===== src/rtl/bullet_ctrl.sv =====
// Fire scheduler for a pool of bullet slots: button edge detect, lowest-free-slot
// allocation, shot cooldown, move tick and collision scan index. Define AUTOFIRE_EN for hold-to-fire.
module bullet_ctrl #(
    parameter int NUM_SLOTS      = 4,
    parameter int TICK_DIV       = 600000,
    parameter int COOLDOWN_TICKS = 3,
    parameter int CNT_W          = 8
) (
    input  logic                         clk_12MHz,
    input  logic                         reset,
    input  logic                         game_run,
    input  logic                         shoot_btn,
    input  logic [NUM_SLOTS-1:0]         slot_flying,
    output logic [NUM_SLOTS-1:0]         fire,
    output logic                         move_tick,
    output logic [$clog2(NUM_SLOTS)-1:0] scan_idx,
    output logic                         busy,
    output logic [CNT_W-1:0]             shots_fired
);

    localparam int IDX_W = $clog2(NUM_SLOTS);
    localparam int DIV_W = $clog2(TICK_DIV);
    localparam int CD_W  = $clog2(COOLDOWN_TICKS + 1);

    typedef enum logic [1:0] {
        IDLE,
        ARM,
        FIRE,
        COOLDOWN
    } state_t;

    state_t               state, state_nxt;
    logic [CD_W-1:0]      cool_cnt, cool_nxt;
    logic [NUM_SLOTS-1:0] fire_nxt;
    logic [DIV_W-1:0]     div_cnt;
    logic                 btn_sync1, btn_sync2;
    logic                 any_free;
    logic [IDX_W-1:0]     free_idx;
    logic                 req;

`ifdef AUTOFIRE_EN
    // A held button keeps requesting; cooldown alone paces the shots.
    assign req = btn_sync2;
`else
    logic btn_prev;
    assign req = btn_sync2 & ~btn_prev;
`endif

    assign move_tick = game_run && (div_cnt == DIV_W'(TICK_DIV - 1));
    assign busy      = (state != IDLE) || (&slot_flying);

    // Lowest-index free slot, evaluated on the current slot_flying.
    always_comb begin
        any_free = 1'b0;
        free_idx = '0;
        for (int i = NUM_SLOTS - 1; i >= 0; i--) begin
            if (!slot_flying[i]) begin
                any_free = 1'b1;
                free_idx = IDX_W'(i);
            end
        end
    end

    // NOTE: all sequential state uses non-blocking assignments so every register
    // samples the pre-edge values; blocking here would chain the synchronizer stages.
    always_ff @(posedge clk_12MHz) begin
        if (reset) begin
            btn_sync1   <= 1'b0;
            btn_sync2   <= 1'b0;
`ifndef AUTOFIRE_EN
            btn_prev    <= 1'b0;
`endif
            div_cnt     <= '0;
            scan_idx    <= '0;
            shots_fired <= '0;
        end else begin
            btn_sync1 <= shoot_btn;
            btn_sync2 <= btn_sync1;
`ifndef AUTOFIRE_EN
            btn_prev  <= btn_sync2;
`endif
            if (!game_run || move_tick)
                div_cnt <= '0;
            else
                div_cnt <= div_cnt + DIV_W'(1);

            if (scan_idx == IDX_W'(NUM_SLOTS - 1))
                scan_idx <= '0;
            else
                scan_idx <= scan_idx + IDX_W'(1);

            if (state == FIRE && shots_fired != '1)
                shots_fired <= shots_fired + CNT_W'(1);
        end
    end

    always_ff @(posedge clk_12MHz) begin
        if (reset) begin
            state    <= IDLE;
            cool_cnt <= '0;
            fire     <= '0;
        end else begin
            state    <= state_nxt;
            cool_cnt <= cool_nxt;
            fire     <= fire_nxt;
        end
    end

    // NOTE: every output of this block gets a default first so no path can infer a latch.
    always_comb begin
        state_nxt = state;
        cool_nxt  = cool_cnt;
        fire_nxt  = '0;
        if (!game_run) begin
            state_nxt = IDLE;
            cool_nxt  = '0;
        end else begin
            case (state)
                IDLE: begin
                    if (req) begin
                        if (any_free) begin
                            state_nxt = FIRE;
                            fire_nxt  = NUM_SLOTS'(1) << free_idx;
                        end else begin
                            state_nxt = ARM;
                        end
                    end
                end
                ARM: begin
                    if (any_free) begin
                        state_nxt = FIRE;
                        fire_nxt  = NUM_SLOTS'(1) << free_idx;
                    end
                end
                FIRE: begin
                    state_nxt = COOLDOWN;
                    cool_nxt  = CD_W'(COOLDOWN_TICKS);
                end
                COOLDOWN: begin
                    if (move_tick) begin
                        if (cool_cnt <= CD_W'(1)) begin
                            state_nxt = IDLE;
                            cool_nxt  = '0;
                        end else begin
                            cool_nxt = cool_cnt - CD_W'(1);
                        end
                    end
                end
                default: begin
                    state_nxt = IDLE;
                    cool_nxt  = '0;
                end
            endcase
        end
    end

endmodule


===== config.mk =====
export PLATFORM = sky130hd
export DESIGN_NAME = bullet_ctrl
export DESIGN_NICKNAME = d
export VERILOG_FILES = /design/src/rtl/bullet_ctrl.sv
export SDC_FILE = /design/constraint.sdc
export NUM_CORES = 1
export LEC_CHECK = 0
export CORE_MARGIN = 2
export CORE_UTILIZATION = 46
export DETAILED_ROUTE_END_ITERATION = 8
export GPL_TIMING_DRIVEN = 0
export PLACE_DENSITY = 0.71
export SYNTH_ARGS = -nofsm -noshare
export SYNTH_HDL_FRONTEND = slang
export SYNTH_SLANG_ARGS = --single-unit

===== constraint.sdc =====
create_clock -name clk_12MHz -period 1.7 [get_ports clk_12MHz]
set_input_delay 0.34 -clock clk_12MHz [delete_from_list [all_inputs] [get_ports clk_12MHz]]
set_output_delay 0.34 -clock clk_12MHz [all_outputs]
set_load 0.01 [all_outputs]

==> results of run 1 <==
==> cell type report <==
| cell class | instances | area (sq um) | share of cell area [%] |
|---|---|---|---|
| Clock buffer | 7 | 86.3 | 3.75 |
| Sequential cell | 41 | 838 | 36.4 |
| Buffer | 2 | 18.8 | 0.814 |
| Multi-Input combinational cell | 147 | 975 | 42.3 |
| Timing Repair Buffer | 31 | 289 | 12.5 |
| Tap cell | 48 | 60.1 | 2.61 |
| Inverter | 10 | 37.5 | 1.63 |
==> what timing repair did <==
| item | CTS | global route |
|---|---|---|
| endpoints found under the setup margin | 24 | 22 |
| hold endpoints to repair | 0 | 0 |
| setup buffers | 4 | 4 |
| gates resized for setup | 20 | 15 |
| pin swaps | 4 | 7 |
==> logic make-up after synthesis <==
family	synth area share [%]
simple gates	28.1
buf+inv	2.60
flops	46.1
xor+xnor	12.3
mux	1.69
compound gates	4.35
fa+ha+maj	4.92
==> worst paths after layout <==
| path | slack, ps | end | startpoint | cells after the start |
|---|---|---|---|---|
| setup / recovery | -200 | cool_cnt[0] | div_cnt[7] | 6 |
| hold / removal | 310 | fire[0] | slot_flying[0] | 2 |
| setup reg to reg | -200 | cool_cnt[0] | div_cnt[7] | 6 |
| hold reg to reg | 440 | btn_sync2 | btn_sync1 | 1 |
==> cells in the final DEF (no fill, tap or decap), drive strengths merged, types with 5 or more instances in the layout <==
cell	n
clkdlybuf4s50	20
nor3	5
xor2	17
ha	7
nand2	20
nand3	11
dfxtp	41
nand4	7
nor2	40
xnor2	8
inv	10
buf	10
clkbuf	8
==> cells in the mapped netlist, drive strengths merged (5+ instances only) <==
cell	count
dfxtp	41
nor2	40
nand2	20
xor2	17
nand3	11
inv	10
xnor2	8
ha	7
nand4	7
nor3	5
==> per-layer routing <==
layer	global-route usage (%)	vias to the layer above
met5	0	-
met3	6.47	6
met4	7.65	0
li1	-	740
met1	22.0	656
met2	24.8	28
==> worst register-to-register path, delay by kind of cell, from the launching register on <==
kind / cells / cell delay, ps
simple gates: 4 / 1130
flops: 1 / 370
buf+inv: 1 / 170
compound gates: 1 / 160
==> through the flow <==
stage / area [sq um] / cells / worst slack [ps] / utilization [%]
6_report: 2300 / 286 / -197 / 62.5
2_1_floorplan: 1780 / 200 / -30.1 / -
3_5_place_dp: 2070 / 271 / -511 / 56.2
3_3_place_gp: 2070 / 271 / -477 / 56.2
4_1_cts: 2230 / 282 / -318 / 60.4
5_1_grt: 2300 / 286 / -308 / 62.5
==> power breakdown <==
| group | switching (uW) | leakage (uW) | internal [uW] |
|---|---|---|---|
| Sequential | 11.3 | 0.000337 | 973 |
| Clock | 316 | 0.0000443 | 322 |
| Combinational | 50.5 | 0.000456 | 59.3 |
==> sequential cells by signal, summed over array words and instances, names as in the netlist <==
signal	cells
div_cnt	20
cool_cnt	2
state	2
btn_sync2	1
btn_prev	1
shots_fired	8
fire	4
scan_idx	2
btn_sync1	1
==> flow_metrics.py, run 1 <==
metrics = {
    "worst_setup_path": {
        "cpMaxStageDelayCell": "or4_1",
        "cp_max_fo": 5,
        "path_class": "reg -> reg",
        "end_kind": "flip-flop",
        "critPathBufInv": 1,
        "cp_data_arrival_time_ps": 2130,
        "crit_family": "simple AND/OR/NAND/NOR gates",
        "cp-start-kind": "flip-flop",
        "cp_cell_sequence": "nor4bb_2 > and4b_1 > nand2_2 > buf_4 > or4_1 > a31oi_1",
        "cpPeakStageDelay_ps": 460,
        "cp_data_required_time_ps": 1930,
    },
    "floorplanning": {
        "die_y_um": 66.2,
        "initial_core_util_pct": 48.3,
        "dieArea_sq_mm": 0.00439,
        "io_pins": 24,
        "row_count": 22,
        "coreArea_sq_mm": 0.00369,
        "die_w_um": 66.2,
    },
    "hold_path": {
        "worstHoldPathType": "in -> reg",
    },
    "yosys": {
        "yosys-top-cells-area": "dfxtp_1 (46%), nor2_1 (8.4%), xor2_1 (8.4%)",
        "avgSynthCellArea_sq_um": 8.91,
        "synth_edf_count": 0,
        "synth_cell_type_count": 33,
        "async_reset_ff_share_pct": 0,
        "synth_cells": 200,
        "synth_area_leader_cell": "dfxtp_1",
        "syn-num-nets": 215,
        "seq_area_frac_synth_pct": 46.1,
        "synth-main-ff-cell": "dfxtp_1",
        "netlist_area_sq_mm": 0.00178,
        "ys_ff_latch": 41,
        "ys.warnings.count": 0,
        "yosys.area.top_type_share_pct": 46.1,
    },
    "power": {
        "ir_worst_vdd_uv": 306,
        "total_power_uw": 1730,
        "p_leak_uw": 0.000838,
        "power_density_mw_per_mm2": 752,
    },
    "status": {
        "violations": "negative setup slack",
        "status": "finished, violations left",
    },
    "layout": {
        "num_antenna_cells": 0,
        "drive_gt1_share_pct": 16.8,
        "area_growth_pct": 29.4,
        "fillers": 325,
        "nNetsFinal": 253,
    },
    "grt": {
        "grt_pass1_vias": 1266,
        "track_usage_pct": 16.9,
        "grt_max_degree": 12,
        "grt_pass1_wl_um": 5560,
        "antenna_found_initial": 0,
        "grt_overflow": 0,
    },
    "clock_network": {
        "cts.sinks": 41,
        "path_clk_slew_ps": 70,
        "postCtsHoldBufs": 0,
        "clk_latency_ps": 290,
        "clockBufferDepth": 2,
        "cts_root_buf": "clkbuf_8",
        "cts_tree": "done",
        "cts-htree-levels": 2,
        "numCtsBuffers": 5,
    },
    "route": {
        "wire_per_inst_um": 11.7,
        "route.met2.wl_um": 1520,
        "wl_um": 3330,
        "drc": 0,
        "route.met3.wl_um": 167,
        "vias_per_cell": 5.00,
        "routed.top_layer": "met4",
        "first_pass_iters": 4,
        "drt-initial-drc-count": 114,
        "drtAntennaViolNets": 0,
        "wl_met1_um": 1590,
        "routed-via-count": 1430,
    },
    "timing": {
        "period_needed_ps": 1900,
        "hold_violations": 0,
        "finClkSkew_ps": 4.79,
        "timing.final.crit_share_pct": 112,
        "fmax_mhz": 527,
        "whs_ps": 307,
        "slew_headroom_pct": 63.3,
        "tightest_slew_ps": 545,
        "setup_violations": 4,
        "fin_tns_setup_ps": -578,
        "grt_setup_unrepaired": "true",
        "layout_setup_ws_ps": -197,
        "slew_violations": 0,
    },
    "placement": {
        "routabilityCongestion": 0.800,
        "dp_hpwl_um": 2260,
        "port-buffer-count": 23,
    },
    "job": {
        "maxCapViolCount": 0,
    },
}
(Power assumes the default switching activity.)
==> inputs of run 2 (changes only) <==
--- a/config.mk
+++ b/config.mk
@@ -8,7 +8,6 @@
 export CORE_MARGIN = 2
 export CORE_UTILIZATION = 46
 export DETAILED_ROUTE_END_ITERATION = 8
-export GPL_TIMING_DRIVEN = 0
 export PLACE_DENSITY = 0.71
 export SYNTH_ARGS = -nofsm -noshare
 export SYNTH_HDL_FRONTEND = slang
==> run 2 against run 1 <==
- the run still ends with negative setup slack left
- critical path type is now reg -> out
- final cell count is 12% higher
- routed wire length rose by 11%
- first-iteration DRC count is 40% lower
- non-clock buffer count grew 32
- maximum frequency is 2.9% higher
==> flow_metrics.py, run 2 (same netlist as run 1, synthesis figures left out) <==
metrics = {
    "grt": {
        "grt_pass1_wl_um": 6140,
        "grt_max_degree": 20,
        "grt_pass1_vias": 1474,
        "track_usage_pct": 18.5,
        "grt_overflow": 0,
        "antenna_found_initial": 0,
    },
    "route": {
        "wl_um": 3690,
        "vias_per_cell": 4.83,
        "first_pass_iters": 4,
        "routed-via-count": 1542,
        "drc": 0,
        "drt-initial-drc-count": 68,
        "drtAntennaViolNets": 0,
        "wire_per_inst_um": 11.6,
    },
    "status": {
        "status": "finished, violations left",
        "violations": "negative setup slack",
    },
    "worst_setup_path": {
        "cp_data_required_time_ps": 1360,
        "cpMaxStageDelayCell": "or3b_4",
        "end_kind": "primary output",
        "path_class": "reg -> out",
        "cpPeakStageDelay_ps": 390,
        "cp_data_arrival_time_ps": 1500,
        "cp_max_fo": 2,
        "cp-start-kind": "flip-flop",
        "cp_cell_sequence": "or3b_4 > nor4_4 > nand2_2 > nor2_2 > buf_2",
    },
    "clock_network": {
        "cts-htree-levels": 2,
        "numCtsBuffers": 5,
        "path_clk_slew_ps": 80,
        "clk_latency_ps": 300,
        "cts_root_buf": "clkbuf_8",
        "clockBufferDepth": 2,
        "postCtsHoldBufs": 0,
        "cts_tree": "done",
        "cts.sinks": 41,
        "cts_setup_buffers": 0,
    },
    "layout": {
        "layout_commonest_cell": "buf_4",
        "reg_top3": "div_cnt (20), shots_fired (8), fire (4)",
        "area_growth_pct": 41.9,
        "fin_area_sq_mm": 0.00253,
        "nNetsFinal": 285,
        "final_cell_mix": "buf_4 (41), nor2_1 (39), dfxtp_1 (34)",
        "largest_reg_flops": 20,
        "num_antenna_cells": 0,
        "drive_gt1_share_pct": 25.1,
        "largest_register": "div_cnt",
        "fillers": 299,
    },
    "floorplanning": {
        "die_w_um": 66.2,
        "initial_core_util_pct": 48.3,
        "die_y_um": 66.2,
        "coreArea_sq_mm": 0.00369,
        "io_pins": 24,
        "row_count": 22,
        "dieArea_sq_mm": 0.00439,
    },
    "placement": {
        "postPlaceCellArea_sq_mm": 0.00239,
        "dp_hpwl_um": 2630,
        "routabilityCongestion": 0.758,
        "port-buffer-count": 23,
    },
    "timing": {
        "finClkSkew_ps": 14.2,
        "fmax_mhz": 543,
        "hold_violations": 0,
        "layout_setup_ws_ps": -143,
        "tightest_slew_ps": 410,
        "period_needed_ps": 1840,
        "timing.final.crit_share_pct": 108,
        "slew_headroom_pct": 72.5,
        "setup_violations": 4,
        "grt_setup_unrepaired": "true",
        "fin_tns_setup_ps": -367,
        "slew_violations": 0,
    },
    "power": {
        "seqPwrFrac_pct": 51.5,
        "ir_worst_vdd_uv": 374,
        "p_leak_uw": 0.00100,
        "intPower_uw": 1490,
        "total_power_uw": 1910,
        "power_density_mw_per_mm2": 756,
        "clockPowerShare_pct": 42.0,
        "power_frac_comb_pct": 6.6,
        "switching_share_pct": 22.3,
        "power_switching_uw": 426,
    },
    "job": {
        "maxCapViolCount": 0,
    },
    "hold_path": {
        "worstHoldPathType": "reg -> reg",
    },
}
run 2: power by group through the flow:
stage          clock network [uW]  registers (uW)  logic [uW]
6_report                      802             984         125
5_1_grt                       857             986         138
4_1_cts                       809             984         127
3_5_place_dp                    0            1010         126
3_3_place_gp                    0            1010         124
2_1_floorplan                   0            1010        44.8
run 2: critical path: cells and delay by family, from the launching register on:
family	cells	cell delay [ps]
buffers and inverters	1	130
and+or+nand+nor	4	740
DFF	1	330
run 2: repair_timing:
item / 4_1_cts / 5_1_grt
resized for setup: 8 / 11
setup endpoints to repair: 5 / 26
pin swaps: 4 / 3
run 2: worst paths after layout:
kind          startpoint     endpoint  slack [ps]  cells past startpoint
min reg2reg  scan_idx[0]  scan_idx[0]         470                      1
max          div_cnt[17]    move_tick        -140                      5
min          scan_idx[0]  scan_idx[0]         470                      1
max reg2reg  div_cnt[17]  cool_cnt[0]        -140                      6
run 2: per-stage QoR:
| step | hold slack, ps | setup WS (ps) | std cells | util [%] |
|---|---|---|---|---|
| finish | 466 | -143 | 319 | 68.6 |
| global route | 489 | -253 | 319 | 68.6 |
| CTS | 473 | -284 | 319 | 68.3 |
| detailed placement | 430 | -283 | 311 | 64.9 |
| global placement | 439 | -264 | 311 | 64.9 |
| floorplan | 412 | -30.1 | 200 | - |
run 2: metal layers:
layer | vias to the layer above | part of all wire, % | track usage [%]
li1 | 811 | - | -
met1 | 706 | 46 | 21.5
met2 | 20 | 49 | 32.0
met3 | 5 | 3.8 | 4.43
met4 | 0 | 1.2 | 8.42
met5 | - | 0 | 0
run 2: final cells by class:
| type | count | area (sq um) | area share (%) |
|---|---|---|---|
| repair buffers | 65 | 548 | 21.7 |
| inverters | 10 | 37.5 | 1.48 |
| well taps | 48 | 60.1 | 2.38 |
| multi-input cells | 147 | 938 | 37.1 |
| clock buffers | 5 | 68.8 | 2.72 |
| clock inverters | 3 | 46.3 | 1.83 |
| flip-flops and latches | 41 | 830 | 32.8 |
==> inputs of run 3 (changes only) <==
--- a/config.mk
+++ b/config.mk
@@ -7,6 +7,7 @@
 export LEC_CHECK = 0
 export CORE_MARGIN = 2
 export CORE_UTILIZATION = 46
+export CTS_BUF_LIST = sky130_fd_sc_hd__clkbuf_2 sky130_fd_sc_hd__clkbuf_4 sky130_fd_sc_hd__clkbuf_8
 export DETAILED_ROUTE_END_ITERATION = 8
 export PLACE_DENSITY = 0.71
 export SYNTH_ARGS = -nofsm -noshare
==> results of run 3 <==
Final layout, timing and power as in run 2 (identical DEF).
